## src/rtl/round_robin_arbiter_4.sv

```systemverilog
// Four-way round-robin arbiter with a bounded hold time and one idle cycle
// between owners; all outputs come straight from registers.
module round_robin_arbiter_4 #(
   parameter int unsigned MAX_HOLD = 8
) (
   input  logic       clk,
   input  logic       rst_n,
   input  logic [3:0] req,
   output logic [3:0] grant,
   output logic [1:0] grant_idx,
   output logic       grant_valid
);

   typedef enum logic {IDLE, GRANT} state_t;

   state_t     state_q;
   logic [3:0] grant_q;
   logic [1:0] grant_idx_q;
   logic       grant_valid_q;
   logic [1:0] last_idx_q;
   logic [7:0] hold_cnt_q;

   logic [7:0] hold_cnt_d;
   logic [1:0] cand_idx [4];
   logic [3:0] cand_hit;
   logic [1:0] win_idx_d;
   logic       owner_req;
   logic       others_req;
   logic       hold_expired;
   logic       release_now;

   // Candidate gi is the (gi+1)-th requester after the previous winner.
   generate
      for (genvar gi = 0; gi < 4; gi++) begin : g_cand
         assign cand_idx[gi] = last_idx_q + 2'(gi + 1);
         assign cand_hit[gi] = req[cand_idx[gi]];
      end
   endgenerate

   always_comb begin
      win_idx_d = cand_idx[3];
      for (int i = 3; i >= 0; i--) begin
         if (cand_hit[i]) begin
            win_idx_d = cand_idx[i];
         end
      end
   end

   assign owner_req    = req[grant_idx_q];
   assign others_req   = |(req & ~grant_q);
   assign hold_expired = (hold_cnt_q >= 8'(MAX_HOLD));
   assign release_now  = !owner_req || (hold_expired && others_req);
   assign hold_cnt_d   = (hold_cnt_q == 8'hFF) ? hold_cnt_q : hold_cnt_q + 8'd1;

   always_ff @(posedge clk or negedge rst_n) begin
      if (!rst_n) begin
         state_q       <= IDLE;
         grant_q       <= 4'b0000;
         grant_idx_q   <= 2'b00;
         grant_valid_q <= 1'b0;
         hold_cnt_q    <= 8'd0;
         last_idx_q    <= 2'b11;
      end else begin
         case (state_q)
            IDLE: begin
               if (|req) begin
                  state_q       <= GRANT;
                  grant_q       <= 4'b0001 << win_idx_d;
                  grant_idx_q   <= win_idx_d;
                  grant_valid_q <= 1'b1;
                  hold_cnt_q    <= 8'd1;
                  last_idx_q    <= win_idx_d;
               end
            end
            GRANT: begin
               // Releasing always passes through IDLE, giving the idle gap.
               if (release_now) begin
                  state_q       <= IDLE;
                  grant_q       <= 4'b0000;
                  grant_idx_q   <= 2'b00;
                  grant_valid_q <= 1'b0;
                  hold_cnt_q    <= 8'd0;
               end else begin
                  hold_cnt_q <= hold_cnt_d;
               end
            end
         endcase
      end
   end

   assign grant       = grant_q;
   assign grant_idx   = grant_idx_q;
   assign grant_valid = grant_valid_q;

endmodule
```

## config.mk

```make
export PLATFORM = sky130hd
export DESIGN_NAME = round_robin_arbiter_4
export DESIGN_NICKNAME = d
export VERILOG_FILES = /design/src/rtl/round_robin_arbiter_4.sv
export SDC_FILE = /design/constraint.sdc
export NUM_CORES = 1
export LEC_CHECK = 0
export ABC_AREA = 1
export CORE_ASPECT_RATIO = 0.7
export CORE_MARGIN = 2
export CORE_UTILIZATION = 54
export CTS_CLUSTER_SIZE = 40
export DETAILED_ROUTE_END_ITERATION = 7
export GPL_ROUTABILITY_DRIVEN = 0
export PLACE_DENSITY = 0.77
export SLEW_MARGIN = 30
export SYNTH_ARGS = -nofsm -noshare
export SYNTH_HDL_FRONTEND = slang
export SYNTH_SLANG_ARGS = --single-unit
```

## constraint.sdc

```tcl
create_clock -name clk -period 3.7 [get_ports clk]
set_clock_uncertainty 0.2 [all_clocks]
set_input_delay 0.37 -clock clk [delete_from_list [all_inputs] [get_ports clk]]
set_output_delay 0.37 -clock clk [all_outputs]
set_load 0.02 [all_outputs]
```

; After elaboration in Yosys (flattened, before gate mapping)
; Cells that the tools add are included.
; Widths: inputs -> output; s select.
[classes]
eq_ne = 4
n_lt_le_gt_ge = 5
n_reduce_logical = 8
bitwise = 3
n_shift = 1
muxes = 27
n_addsub = 4
[ops]
columns = operator, n
row1 = $mux 8, 3
row2 = $pmux 8 s2, 1
row3 = $lt 2x3->1 const B, 4
row4 = $mux 2, 5
row5 = $add 8x1->8 const B, 1
row6 = $bmux 1 s2, 4
row7 = $eq 8x8->1 const B, 1
row8 = $ge 8x4->1 const B, 1
row9 = $mux 1, 8
row10 = $mux 4, 2
row11 = $pmux 4 s2, 1
row12 = $reduce_or 4->1, 2
row13 = $reduce_and 2->1, 3
row14 = $add 2x2->2 const B, 2
row15 = $and 4x4->4, 1
row16 = $not 4->4, 1
row17 = $pmux 1 s2, 2
row18 = $pmux 2 s2, 1
row19 = $shl 1x2->4 const A, 1
row20 = $ne 3x3->1 const B, 1
row21 = $add 2x1->2 const B, 1
row22 = $ne 2x1->1 const B, 1
row23 = $ne 2x2->1 const B, 1
row24 = $logic_and 1x1->1, 1
row25 = other kinds (3), 3
[totals]
register_bits = 18
in_bits = 6
out_inout_bits = 7
wordCells = 58

; Depth between registers and ports, before layout
[logic_depth]
depth_word = 9
mapped_depth = 13
ltp_nobuf = 12

; Least setup slack after synthesis
; Ideal clock, no wire load.
[synth_path]
kind = reg-to-reg
start = register last_idx_q[0]
end = register grant_idx_q[0], in the netlist grant_idx[0]
arrival_time_ns = 1.312
stages_incl_launch_ff = 10
setup_ns = 0.117
path_buffers = 1
required_time_ns = 3.383
slack_ns = 2.071
path_cell_list = dfstp_2 > buf_6 > o21ai_2 > or2_1 > nand2_2 > nand2_1 > nand2_2 > nand2_4 > nand2_2 > nand2_1
[synth_between]
elab_chain_cells = 8
elab_cells_between_ends = 14
cone_classes = 3 x add/sub / 11 x mux
[synth_rtl]
columns = item, line
row1 = from (decl), 20  ; logic [1:0] last_idx_q;
row2 = from (signal assigned), 72  ; last_idx_q <= win_idx_d;
row3 = $add 2x2->2, 35  ; assign cand_idx[gi] = last_idx_q + 2'(gi + 1);
row4 = $bmux 1 s2, 36  ; assign cand_hit[gi] = req[cand_idx[gi]];
row5 = $mux 1 (implied by the code), 36
row6 = $mux 2 (2 in series), 43  ; if (cand_hit[i]) begin
row7 = $mux 2 (*), 43
row8 = $mux 2 (*), 66  ; if (|req) begin
row9 = $pmux 2 s2 (*), 64  ; case (state_q)
row10 = to (signal assigned), 69  ; grant_idx_q <= win_idx_d;
row11 = to (decl), 18  ; logic [1:0] grant_idx_q;
; Every way passes the cells marked *; elsewhere a longest branch is shown, timed or not. The select of a mux whose other input is x is not followed.
; A chain may end at the register's enable or synchronous reset.

; Worst setup path after layout
[layout_path]
start = register grant_idx_q[0], in the netlist grant_idx[0]
end = output grant_idx[0]
[layout_rtl]
columns = item, line
row1 = to (decl), 10  ; output logic [1:0] grant_idx,
; No word-level cell between the ends.

==> flow_summary.toml <==
[run_status]
status = "completed"

[worst_setup_path]
cp_num_buf_inv = 1
crit_path_cell_trace = "clkdlybuf4s50_1"
crit_path_end_kind = "output port"
slowest_delay_ns = 0.64
critPathCapture = "grant_idx[0]"
timing.rr.end = "grant[2]"
slowest_stage = "clkdlybuf4s50_1"
path_class = "reg2out"
crit_path_start_kind = "flip-flop"
cp_max_fo = 6
crit_family = "buffers and inverters"
cp.arrival_ns = 1.41
rr_worst_depth = 8
setup.worst_path.start = "grant_idx[0]"
r2r_setup_slack_ns = 1.85
critical_path_required_ns = 3.13
worst-path-stages = 1
r2r_start = "last_idx_q[0]"

[global_route]
grt_pass1_vias = 997
antenna_found_initial = 0
grt_max_degree = 19
grt_first_pass_wirelength_mm = 4.53
grt_overflow_total = 0
track_usage = 0.237

[clock_network]
postCtsSetupBuffers = 0
cts_root_buf = "clkbuf_4"
cts.clk_slew.worst_paths_ns = 0.10
cts_hold_buf = 0
insertion_delay_ns = 0.30
clock-sinks = 18
cts_resized = 0
cts_buffers = 3
cts_tree = "done"
cts_max_path_buffers = 2
cts_max_level = 1

[floorplan]
die_area_sq_um = 2620
rows = 14
coreArea_sq_um = 2120
io_pins = 13
fp.dieH_um = 43.4
start_util = 0.566
die_w_um = 60.3

[route]
drt-total-wl_mm = 2.61
remaining_drc_errors = 0
vias = 1091
first_iter_violations = 33
vias_per_cell = 5.30
drtPass1Iterations = 5
wire_per_inst_um = 12.7
ant_nets = 0

[layout]
diodes = 0
multi_input_area_sq_um = 639
drive_gt1_frac = 0.247
final_cell_mix = "48 x nand2_1, 16 x dfrtp_1, 14 x nand3_1"
utilization = 0.648
final_cell_area_sq_um = 1370
fill_cells = 188
area_delta_synth_final_pct = 14.5
fin_nets = 183
regArea_sq_um = 453
final_common_cell = "nand2_1"

[yosys]
synth_seq_cells = 18
syn-num-nets = 168
synth-edff-count = 0
synth_cell_type_count = 25
ys.warnings.count = 0
syn-cell-area_sq_um = 1200
yosysSeqAreaShare = 0.377
synthCells = 160
ys.flop_type = "dfrtp_1"
synthArstFlopShare = 1.00
syn_avg_cell_area_sq_um = 7.50

[sta]
slew_viol_final = 0
slew_headroom = 0.488
min_period_ns = 1.98
rsz0062_at_grt = "false"
fin_ws_ns = 1.72
worst-slew-pin-transition_ns = 0.766
fmax_mhz = 506
period_share = 0.534
setup_viol = 0
tns_ns = 0
hold_viol = 0

[place]
place_area_sq_um = 1340
place_ws_ns = 1.50
dpl.hpwl_mm = 2.06
portBuffers = 12

[power_and_ir_drop]
power.density_nw_per_um2 = 750
leakagePower_nw = 0.680
peakVddDrop_v = 0.000393

[min_path]
hold_path_class = "in2async"

[run]
cap_violations = 0
## state kept, by name, summed over array words and instances, names as in the netlist
| name | count |
|---|---|
| grant | 4 |
| last_idx_q | 2 |
| grant_valid | 1 |
| hold_cnt_q | 8 |
| grant_idx | 2 |
| state_q | 1 |
## area by class of cell
type / instances / area share
Clock buffer: 4 / 0.0264
Inverter: 22 / 0.0619
Multi-Input combinational cell: 118 / 0.465
Sequential cell: 18 / 0.330
Tap cell: 32 / 0.0291
Timing Repair Buffer: 12 / 0.0874
## kinds of logic (layout without fill, tap and decap cells)
group,Yosys count,in the layout,share of synthesized area
AO/OA/AOI/OAI,18,18,0.102
XOR/XNOR,2,2,0.0146
adder cells (fa/ha/maj),2,2,0.0209
buffers and inverters,24,38,0.0897
flip-flops,18,18,0.377
AND/OR/NAND/NOR,96,96,0.395
## through the flow
step           hold slack, ns  std cells  total power [W]
6_report                0.306        206          0.00103
5_1_grt                 0.332        206          0.00112
4_1_cts                 0.307        206          0.00103
3_5_place_dp            0.264        202         0.000907
3_3_place_gp            0.264        202         0.000884
2_1_floorplan          -0.126        160         0.000768
## metal layers
layer / global-route usage / vias to the layer above / wire, um
li1: - / 537 / -
met1: 0.361 / 516 / 1260
met2: 0.337 / 32 / 1160
met3: 0.0537 / 6 / 147
met4: 0.0667 / 0 / 45
met5: 0 / - / 0
## how the worst min path moves through the flow
stage                     slack, ns             to   startpoint  cells after the start
after global routing           0.33    grant_valid  grant_valid                      2
after global placement         0.26    grant_valid  grant_valid                      2
after CTS                      0.31    grant_valid  grant_valid                      2
after floorplan               -0.13       grant[0]        rst_n                      0
final                          0.31  hold_cnt_q[3]        rst_n                      1
after detailed placement       0.26    grant_valid  grant_valid                      2
## Yosys cell counts, types with 4 or more instances
| cell | count | area, sq um |
|---|---|---|
| dfrtp_1 | 16 | 400 |
| inv_1 | 12 | 45.0 |
| inv_2 | 9 | 33.8 |
| nand2_1 | 48 | 180 |
| nand2_2 | 12 | 75.1 |
| nand3_1 | 14 | 70.1 |
| nand3_2 | 5 | 50.1 |
| nand4_1 | 4 | 25.0 |
| nor2_1 | 5 | 18.8 |
| nor3_1 | 4 | 20.0 |
| o21ai_0 | 4 | 20.0 |
| o21ai_2 | 7 | 61.3 |
## power breakdown
part	leakage, nW	total, W	switching, W	internal [W]
Clock	0.0210	0.000121	0.0000605	0.0000601
Combinational	0.427	0.000570	0.000372	0.000198
Sequential	0.232	0.000340	0.0000793	0.000261
Total	0.680	0.00103	0.000512	0.000519
(Power assumes the default switching activity.)
